## src/rtl/slave_fifo_if.sv

```systemverilog
// ---------------------------------------------------------------------------
// slave_fifo_if
// Handshake bundle for the slave_fifo buffer.
//   s_valid    : upstream word valid          (producer -> fifo)
//   s_data_in  : upstream word                (producer -> fifo)
//   s_ready    : fifo can accept this cycle   (fifo -> producer)
//   m_valid    : fifo presents a head entry   (fifo -> consumer)
//   m_data_out : head entry or idle pattern   (fifo -> consumer)
//   m_ready    : consumer takes head entry    (consumer -> fifo)
// Modport slave is the fifo's view; modport master is the environment's view.
// ---------------------------------------------------------------------------
interface slave_fifo_if #(
   parameter int unsigned WIDTH = 8
);
   logic             s_valid;
   logic [WIDTH-1:0] s_data_in;
   logic             s_ready;
   logic             m_valid;
   logic [WIDTH-1:0] m_data_out;
   logic             m_ready;

   modport slave (
      input  s_valid, s_data_in, m_ready,
      output s_ready, m_valid, m_data_out
   );

   modport master (
      output s_valid, s_data_in, m_ready,
      input  s_ready, m_valid, m_data_out
   );
endinterface

```

## src/rtl/slave_fifo.sv

```systemverilog
// ---------------------------------------------------------------------------
// slave_fifo
// Small circular buffer with valid/ready handshakes on both sides.
//   clk    : single clock, rising edge
//   rst    : synchronous active-high reset (pointers, count, enable, drop)
//   en     : sink enable, registered before it gates s_ready
//   flush  : synchronous discard of all held entries
//   bus    : slave_fifo_if.slave handshake bundle
//   count  : number of entries held, 0..DEPTH
//   drop   : registered pulse, upstream offered a word while not ready
// ---------------------------------------------------------------------------
module slave_fifo #(
   parameter int unsigned      WIDTH      = 8,
   parameter int unsigned      DEPTH      = 4,
   parameter logic [WIDTH-1:0] IDLE_VALUE = {WIDTH{1'b1}}
) (
   input  logic                       clk,
   input  logic                       rst,
   input  logic                       en,
   input  logic                       flush,
   slave_fifo_if.slave                bus,
   output logic [$clog2(DEPTH+1)-1:0] count,
   output logic                       drop
);

   localparam int unsigned AW = $clog2(DEPTH);
   localparam int unsigned CW = $clog2(DEPTH+1);

   logic [WIDTH-1:0] mem [DEPTH];

   logic          en_q;
   logic [AW-1:0] wr_ptr_q, wr_ptr_d;
   logic [AW-1:0] rd_ptr_q, rd_ptr_d;
   logic [CW-1:0] count_q,  count_d;
   logic          drop_q,   drop_d;

   logic s_ready;
   logic m_valid;
   logic push;
   logic pop;

   // Readiness looks only at the current count, so a pop while full never
   // opens a slot for a same-cycle push.
   always_comb begin
      s_ready = en_q && (count_q != CW'(DEPTH)) && !flush;
      m_valid = (count_q != '0);
      push    = bus.s_valid && s_ready;
      pop     = m_valid && bus.m_ready && !flush;
      drop_d  = bus.s_valid && !s_ready;

      wr_ptr_d = wr_ptr_q;
      rd_ptr_d = rd_ptr_q;
      count_d  = count_q;
      if (flush) begin
         wr_ptr_d = '0;
         rd_ptr_d = '0;
         count_d  = '0;
      end else begin
         // DEPTH is a power of two, so pointer overflow is the modulo wrap.
         if (push) wr_ptr_d = wr_ptr_q + AW'(1);
         if (pop)  rd_ptr_d = rd_ptr_q + AW'(1);
         case ({push, pop})
            2'b10:   count_d = count_q + CW'(1);
            2'b01:   count_d = count_q - CW'(1);
            default: count_d = count_q;
         endcase
      end
   end

   // NOTE: state registers use non-blocking assignments so every flop
   // samples the pre-edge values of its peers.
   always_ff @(posedge clk) begin
      if (rst) begin
         en_q     <= 1'b0;
         wr_ptr_q <= '0;
         rd_ptr_q <= '0;
         count_q  <= '0;
         drop_q   <= 1'b0;
      end else begin
         en_q     <= en;
         wr_ptr_q <= wr_ptr_d;
         rd_ptr_q <= rd_ptr_d;
         count_q  <= count_d;
         drop_q   <= drop_d;
      end
   end

   // NOTE: storage has no reset; stale words are unreachable once the
   // pointers and count are cleared, and leaving it unreset keeps it a plain RAM.
   always_ff @(posedge clk) begin
      if (push && !rst) mem[wr_ptr_q] <= bus.s_data_in;
   end

   assign bus.s_ready    = s_ready;
   assign bus.m_valid    = m_valid;
   assign bus.m_data_out = m_valid ? mem[rd_ptr_q] : IDLE_VALUE;
   assign count          = count_q;
   assign drop           = drop_q;

endmodule

```

## src/flat_wrapper.sv

```systemverilog
// flat-port wrapper written by rule: the top's interface ports become plain ports
module slave_fifo_flat 
#(
   parameter int unsigned      WIDTH      = 8,
   parameter int unsigned      DEPTH      = 4,
   parameter logic [WIDTH-1:0] IDLE_VALUE = {WIDTH{1'b1}}
)
  (clk, rst, en, flush, count, drop, bus_s_valid, bus_s_data_in, bus_m_ready, bus_s_ready, bus_m_valid, bus_m_data_out);
  slave_fifo_if #(.WIDTH(WIDTH)) bus_i ();
  input  logic clk;
  input  logic rst;
  input  logic en;
  input  logic flush;
  output logic [$clog2(DEPTH+1)-1:0] count;
  output logic drop;
  input wire logic [$bits(bus_i.s_valid)-1:0] bus_s_valid;
  input wire logic [$bits(bus_i.s_data_in)-1:0] bus_s_data_in;
  input wire logic [$bits(bus_i.m_ready)-1:0] bus_m_ready;
  output wire logic [$bits(bus_i.s_ready)-1:0] bus_s_ready;
  output wire logic [$bits(bus_i.m_valid)-1:0] bus_m_valid;
  output wire logic [$bits(bus_i.m_data_out)-1:0] bus_m_data_out;
  assign bus_i.s_valid = bus_s_valid;
  assign bus_i.s_data_in = bus_s_data_in;
  assign bus_i.m_ready = bus_m_ready;
  assign bus_s_ready = bus_i.s_ready;
  assign bus_m_valid = bus_i.m_valid;
  assign bus_m_data_out = bus_i.m_data_out;
  slave_fifo #(.WIDTH(WIDTH), .DEPTH(DEPTH), .IDLE_VALUE(IDLE_VALUE)) u_core (.clk(clk), .rst(rst), .en(en), .flush(flush), .bus(bus_i), .count(count), .drop(drop));
endmodule
```

## config.mk

```make
export PLATFORM = sky130hd
export DESIGN_NAME = slave_fifo_flat
export DESIGN_NICKNAME = d
export VERILOG_FILES = /design/src/rtl/slave_fifo_if.sv /design/src/rtl/slave_fifo.sv /design/src/flat_wrapper.sv
export SDC_FILE = /design/constraint.sdc
export NUM_CORES = 1
export LEC_CHECK = 0
export ABC_AREA = 0
export BUFFER_PORTS_ARGS = -buffer_cell sky130_fd_sc_hd__buf_2
export CAP_MARGIN = 10
export CORE_ASPECT_RATIO = 2
export CORE_UTILIZATION = 50
export CTS_BUF_LIST = sky130_fd_sc_hd__clkbuf_4 sky130_fd_sc_hd__clkbuf_8
export DETAILED_ROUTE_END_ITERATION = 16
export GPL_TIMING_DRIVEN = 1
export PLACE_DENSITY_LB_ADDON = 0.1
export SLEW_MARGIN = 20
export SYNTH_ARGS = -nofsm -noshare
export SYNTH_HDL_FRONTEND = slang
export SYNTH_SLANG_ARGS = --single-unit
```

## constraint.sdc

```tcl
create_clock -name clk -period 4.4 [get_ports clk]
set_input_delay 0.22 -clock clk [delete_from_list [all_inputs] [get_ports clk]]
set_output_delay 0.22 -clock clk [all_outputs]
set_load 0.01 [all_outputs]
```

---- After elaboration in Yosys (flattened, before gate mapping) ----
Memories as Yosys holds them, arrays and structs flattened. A register that Yosys moved wholly into a read port is not among the register bits.
Cells that the tools add are included.
Widths: inputs -> output; s select.
storage, ports and cells
  bits in writable memories ............... 32
  memories kept ........................... 1
  word-level logic and storage cells ...... 32
  bits in registers ....................... 9
  input port bits ......................... 14
  output and inout bits ................... 14
memories
  memory      depth  width  rd ports  clocked after memory_dff  wr ports  RTL line          source
  u_core.mem  4      8      1         1                         1         slave_fifo.sv:29  logic [WIDTH-1:0] mem [DEPTH];
cells by class
  $add $sub $neg .......................... 4
  reduce and logical (&&, ||, !) cells .... 13
  eq/ne operators ......................... 3
  mux-type cells .......................... 6
operators with widths
  operator             number
  $mux 8               1
  $logic_and 1x1->1    7
  $pmux 3 s2           1
  $add 2x1->2 const B  2
  $mux 2               2
  $add 3x1->3 const B  1
  $logic_not 1->1      3
  $ne 3x3->1 const B   1
  $reduce_bool 3->1    1
  $sub 3x1->3 const B  1
  $eq 2x1->1 const B   1
  $eq 2x2->1 const B   1
  $mux 1               2
  $reduce_bool 2->1    1
  $reduce_or 2->1      1

---- Depth between registers and ports, before layout ----
Gate-level depths: netlist of the first run.
  word-level depth ........................ 7
  depth in mapped cells ................... 8
  gate-level depth less buffers ........... 8

---- Worst setup path before layout of the first run ----
Ideal clock, no wire load.
  path type ............................... register to register
  start point ............................. reg u_core.count_q[2] (netlist: u_core.count[2])
  end point ............................... reg u_core.count_q[2] (netlist: u_core.count[2])
  arrival time ............................ 2,205 ps
  library setup time ...................... 70 ps
  slack ................................... 2,125 ps
  data required time ...................... 4,330 ps
  stages on the path, launching flop included .. 9
  buffers on the path ..................... 0
  period minus slack after synthesis ...... 2,275 ps
  cells stage by stage .................... dfxtp_1 > or3b_2 > nand2_1 > ha_1 > inv_1 > fa_1 > xor2_1 > or3_1 > a21oi_1
between the ends
  cells in the longest elaborated chain, start to end .. 6
  elaborated cells between the ends (all ways) .. 13
  those cells by class .................... add/sub: 2; eq/ne: 3; mux: 1; reduce/logical: 7
RTL lines
  element                                          RTL line          source
  start: declaration                               slave_fifo.sv:34  logic [CW-1:0] count_q, count_d;
  start signal: assignment                         slave_fifo.sv:83  count_q <= count_d;
  $ne 3x3->1                                       slave_fifo.sv:45  s_ready = en_q && (count_q != CW'(DEPTH)) && !flush;
  $logic_and 1x1->1 (2 in a row)                   slave_fifo.sv:45
  $logic_and 1x1->1                                slave_fifo.sv:47  push = bus.s_valid && s_ready;
  $eq 2x1->1 or $eq 2x2->1 (tied branches)         slave_fifo.sv:62  case ({push, pop})
  $pmux 3 s2 or $reduce_bool 2->1 (tied branches)  -
Several ways; a longest one is shown, not always the timed one.
A chain may end at the register's enable or synchronous reset.

---- Worst setup path after layout of the first run ----
Same ends and word-level chain as after synthesis.

==> results.md, run 1 <==
* Clock root buffer: clkbuf_8
* Routed Antenna Nets at 0
* CTS sink count at 43
* Hold_ws at 143 ps
* Status: finished, final reports clean
* Fill cells at 270
* # H-tree levels at 2
* Drt first-iter violations at 30
* Final WS setup at 2000 ps
* Drt total wl at 2940 um
* Total net switching power at 140 uW
* Initial Util at 0.523
* Tcrit/Tclk final at 0.546
* Most frequent cells in the layout: edfxtp_1 (32), buf_2 (27), dfxtp_1 (11)
* Crit-path cells: or3b_2 -> nand2_1 -> ha_1 -> inv_1 -> fa_1 -> xor2_1 -> or3_1 -> a21oi_1
* RePlAce Congestion at 0.682
* Fmax at 416 MHz
* Fraction of layout cells with a size suffix above 1 at 0.338
* Syn Area/Cell at between 15 and 20 um2
* Core area at between 3000 and 4000 um2
* Clock Path Buffers at 2
* Design Power at slightly below 800 uW
* RSZ-0062 raised after global routing: no
* CTS tree: yes
* Design area at ~2100 um2
* Synthesis-to-finish area growth at 17.3%
* DR pass1 iterations at 6
* Initial antenna violation count at 0
* Largest net degree at the start of global routing at 14
* Layout Nets at 167
* Die area at 3790 um2
* Part of the power in registers at 0.569
* Final setup violation count at 0
* Worst path required time at between 4000 and 5000 ps
* Postcts setup bufs at 0
* HPWL Detailed at 2210 um
* Type of origin of the critical path: flip-flop
* Sw Ratio at 0.182
* Worst slew pin tran at between 600 and 700 ps
* Max Cap Viol at 0
* Die H at between 80 and 90 um
* Synthesized Nets at 133
* First-pass GRT wire length at 4950 um
* CP endpoint kind: flip-flop
* Clk network pwr share at 0.403
* TNS Setup at 0 ps
* Gr ovfl total at 0
* Clk Latency, worst-skew pair at between 200 and 300 ps
* LEAKAGE at roughly 0.71 nW
* Setup Skew at 4.49 ps
* Worst slack, placed at between 2000 and 2500 ps
* GRT Util Overall at 0.186
* Worst Path Arrival at 2630 ps
* DP Cell Count at about 170
* Hold buffers post-CTS at 0
* PwrDens at 372 nW/um2
* WL/cell at 16.3 um
* Register area share after synthesis at 0.669
* Antenna diodes at 0
* Std cell rows at 30
* Total number of yosys warnings at 0
* Num ports at 28
* Finished Layout Cells at between 150 and 200
* FF+latch count, synth at 43
* Port Buf Inserts at 27
* Slew headroom at 0.581
* Min Tclk post-route at 2400 ps
* Post-CTS sizing at 0
* Final Max Slew Viols at 0
* WS Path Type: flip-flop to flip-flop
* Via density at between 5 and 6
* Worst Hold Class: input port to flip-flop
* Chip width at 44.0 um
* Leading cell type in the layout, fill and taps excluded: edfxtp_1
* Final design utilization at 0.613
* Endpoints failing hold at 0
* Combinational share of power at 0.028
* Slowest stage cell, crit path: or3b_2
* Max stage delay on crit path at just under 500 ps
* VDD IR max at about 0.29 mV
* Int Pwr at 630 uW
* DRC at 0
* Critical path peak fanout at 7
* Clock transition at path regs at around 80 ps
* Vias in the first global route at between 1000 and 1500
* Via count at 1015
* CTS buffer count at 5
* R2R Setup Slk at 2000 ps
* Post-Syn Area at approximately 1800 um2
* Synth cell types at 24
* DP Area at 1950 um2
* Syn Inst Count at 113
-- registers in the layout, indices dropped and copies added, names as in the netlist, named ones only --
name	cells
u_core.count	3
u_core.drop	1
u_core.en_q	1
u_core.mem	32
u_core.rd_ptr_q	2
u_core.wr_ptr_q	2
-- cells in the mapped netlist (all sizes together) --
master / n / area, um2
inv: 6 / 22.5
xor2: 3 / 26.3
a21oi: 5 / 25.0
dfxtp: 11 / 220
or3b: 1 / 8.76
o31ai: 1 / 7.51
buf: 1 / 11.3
nand3: 2 / 10.0
ha: 5 / 62.6
or3: 2 / 12.5
o21ai: 4 / 20.0
edfxtp: 32 / 961
mux4: 8 / 180
nand3b: 1 / 7.51
nor2b: 1 / 6.26
and3b: 1 / 8.76
clkbuf: 3 / 11.3
nor2: 6 / 22.5
nor3b: 7 / 52.6
nor3: 1 / 5.00
or2: 9 / 56.3
nand2: 2 / 7.51
fa: 1 / 20.0
-- kinds of logic (layout without fill, tap and decap cells) --
kind of cell	Yosys count	after routing	synth area share
AO/OA/AOI/OAI	10	10	0.0298
XOR/XNOR	3	3	0.0149
adder cells (fa/ha/maj)	6	6	0.0468
buffers and inverters	10	45	0.0255
flip-flops	43	43	0.669
multiplexers	8	8	0.102
AND/OR/NAND/NOR	33	33	0.112
-- metal layers --
metal  GRT usage  wire length [um]  vias up
met3      0.0484                98        6
li1            -                 -      484
met5           0                 0        -
met1       0.177              1010      500
met2       0.342              1760       25
met4      0.0937                74        0
-- worst max-delay path, delay by kind of cell (launching register included) --
kind	cells	cell delay, ps
DFF	1	440
AOI/OAI and AO/OA	1	140
and+or+nand+nor	3	960
buffers and inverters	1	60
adders and majority gates	2	580
xor gates and xnor gates	1	160
-- cell type report --
cell class	count	area, um2	share of cell area
flip-flops and latches	43	1180	0.570
clock inverters	2	35.0	0.0169
inverters	6	22.5	0.0109
multi-input cells	60	544	0.263
well taps	32	40.0	0.0193
repair buffers	31	165	0.0798
clock buffers	6	82.6	0.0399
-- power groups by stage --
stage	clock network (mW)	logic (mW)	registers [mW]
floorplan	0	0.00844	0.447
global route	0.333	0.0239	0.438
global placement	0	0.0206	0.447
finish	0.310	0.0216	0.438
CTS	0.318	0.0219	0.438
detailed placement	0	0.0219	0.447
-- final timing paths --
kind | cells after the start | endpoint | startpoint
worst max register to register | 8 | u_core.count[2] | u_core.count[2]
worst max-delay path | 8 | u_core.count[2] | u_core.count[2]
worst min-delay path | 1 | u_core.mem[2][3] | bus_s_data_in[3]
worst min register to register | 2 | u_core.rd_ptr_q[1] | u_core.rd_ptr_q[1]
Note: power is estimated with default switching activity, not from simulation.
==> inputs of run 2 (changes only) <==
==> constraint.sdc (replaced) <==
create_clock -name clk -period 1.99 [get_ports clk]
set_input_delay 0.0995 -clock clk [delete_from_list [all_inputs] [get_ports clk]]
set_output_delay 0.0995 -clock clk [all_outputs]
set_load 0.01 [all_outputs]
==> run 2 against run 1 <==
Effect of this change:
- the flow now finishes with violations (negative setup slack)
- sequential power is 120% higher
- wire length rose by 2.7%
- worst hold slack got worse by 120 ps
- utilization rose by 2.8 points
- critical path depth is the same
- sequential cell count stayed put
- die area unchanged
- cell count grew 5.0%
- first-iteration DRC count fell by 33%
==> results.md, run 2 (same netlist as run 1, synthesis figures left out) <==
* Status: finished with violations
* Failing checks: negative setup slack
* Fraction of layout cells with a size suffix above 1 at 0.420 (+0.0825)
* Fmax at 502 MHz (+21%)
* Antenna diodes at 0 (unchanged)
* Std cell rows at 30 (unchanged)
* RSZ-0062 raised after global routing: yes
* LEAKAGE at 0.754 nW (+5.9%)
* Die H at 86.0 um (unchanged)
* Clock Path Buffers at 2 (unchanged)
* WS Path Type: flip-flop to flip-flop
* WL/cell at 16.0 um (-2.2%)
* Type of origin of the critical path: flip-flop
* VDD IR max at 0.572 mV (+99%)
* CTS tree: yes
* Critical path peak fanout at 2 (-5)
* Final WS setup at -0.316 ps (-2000 ps)
* DR pass1 iterations at 6 (unchanged)
* Via density at 5.48 (-2.8%)
* Max reg flops at 32 (unchanged)
* Die area at 3790 um2 (unchanged)
* Max Cap Viol at 0 (unchanged)
* Largest net degree at the start of global routing at 14 (unchanged)
* Initial antenna violation count at 0 (unchanged)
* HPWL Detailed at 2260 um (+1.9%)
* Worst Path Arrival at 2210 ps (-420 ps)
* Vias in the first global route at 1101 (-3.1%)
* Port Buf Inserts at 27 (unchanged)
* Clock transition at path regs at 80 ps (about the same)
* CTS sink count at 43 (unchanged)
* Drt first-iter violations at 20 (-33%)
* Clock root buffer: clkbuf_8
* TNS Setup at -0.316 ps (-0.316 ps)
* Slew headroom at 0.646 (+0.0651)
* Drt total wl at 3020 um (+2.7%)
* Worst path required time at 2210 ps (-2420 ps)
* # H-tree levels at 2 (unchanged)
* Layout Nets at 176 (+5.4%)
* Hold_ws at 20.2 ps (-123 ps)
* Num ports at 28 (unchanged)
* Largest register by flop count: u_core.mem
* Final design utilization at 0.641 (+0.0281)
* Final Max Slew Viols at 0 (unchanged)
* Gr ovfl total at 0 (unchanged)
* First-pass GRT wire length at 5020 um (+1.5%)
* Worst slew pin tran at 529 ps (-95.4 ps)
* Most frequent cells in the layout: edfxtp_1 (32), buf_2 (27), buf_4 (13)
* Synthesis-to-finish area growth at 22.7%
* Chip width at 44.0 um (unchanged)
* PwrDens at 768 nW/um2 (+110%)
* Clk Latency, worst-skew pair at 290 ps (about the same)
* DRC at 0 (unchanged)
* Setup Skew at 5.95 ps (+1.46 ps)
* Initial Util at 0.523 (unchanged)
* Leading cell type in the layout, fill and taps excluded: edfxtp_1
* Via count at 1036 (+2.1%)
* Worst Hold Class: input port to flip-flop
* Routed Antenna Nets at 0 (unchanged)
* Core area at 3380 um2 (unchanged)
* Min Tclk post-route at 1990 ps (-412 ps)
* Endpoints failing hold at 0 (unchanged)
* RePlAce Congestion at 0.677 (-0.67%)
* CTS buffer count at 5 (unchanged)
* CP endpoint kind: flip-flop
* Final setup violation count at 1 (+1)
* Tcrit/Tclk final at 1.00 (+0.454)
* GRT Util Overall at 0.186 (+0.000536)
## run 2: cell types whose count changed in the layout (fill, tap and decap cells not counted), sizes merged
cell	previous run	this run
buf	31	40
clkbuf	6	5
clkinv	1	2
## run 2: path summary, 6_finish.rpt
kind,startpoint,endpoint,slack (ps),cells past startpoint
worst min register to register,u_core.rd_ptr_q[1],flip-flop,500,2
worst max register to register,u_core.count[2],u_core.count[2],-0.3,8
worst min-delay path,bus_s_data_in[7],u_core.mem[3][7],20,1
worst max-delay path,u_core.count[2],u_core.count[2],-0.3,8
## run 2: where the power goes
group	switching, mW	internal [mW]
sequential	0.00185	0.963
combinational	0.0284	0.0248
clock	0.279	0.367
## run 2: cell type report
cell class              count  area [um2]
fillers                   271        1210
flip-flops and latches     43        1190
clock inverters             3        38.8
well taps                  32        40.0
repair buffers             40         233
clock buffers               5        68.8
multi-input cells          60         573
inverters                   6        22.5
## run 2: what timing repair did
item	CTS	global route
hold buffers	0	0
cloned	0	0
endpoints found under the hold margin	0	0
buffers inserted	2	0
gates resized for setup	2	1
pin swaps	3	0
setup endpoints to repair	1	1
## run 2: critical path, cell delays in order, from the launching register on
cell	delay, ps
dfxtp_4	340
or3b_4	380
nand2_4	80
ha_4	140
inv_2	40
fa_2	320
xor2_1	160
or3_1	320
a21oi_2	130
## run 2: metrics by stage
| step | cell area (um2) | setup slack [ps] | instances | power [mW] |
|---|---|---|---|---|
| after global placement | 2030 | 38.2 | 179 | 1.03 |
| after detailed placement | 2030 | -18.6 | 179 | 1.04 |
| after floorplan | 1800 | 2.39 | 113 | 1.01 |
| after CTS | 2160 | -1.89 | 189 | 1.68 |
| final | 2170 | -0.316 | 189 | 1.66 |
| after global routing | 2170 | -69.4 | 189 | 1.72 |
## run 2: layer usage
layer | vias to the layer above | part of all wire | global-route usage
met1 | 501 | 0.35 | 0.190
met3 | 6 | 0.029 | 0.0379
met5 | - | 0 | 0
met2 | 27 | 0.60 | 0.337
met4 | 0 | 0.022 | 0.0964
li1 | 502 | - | -
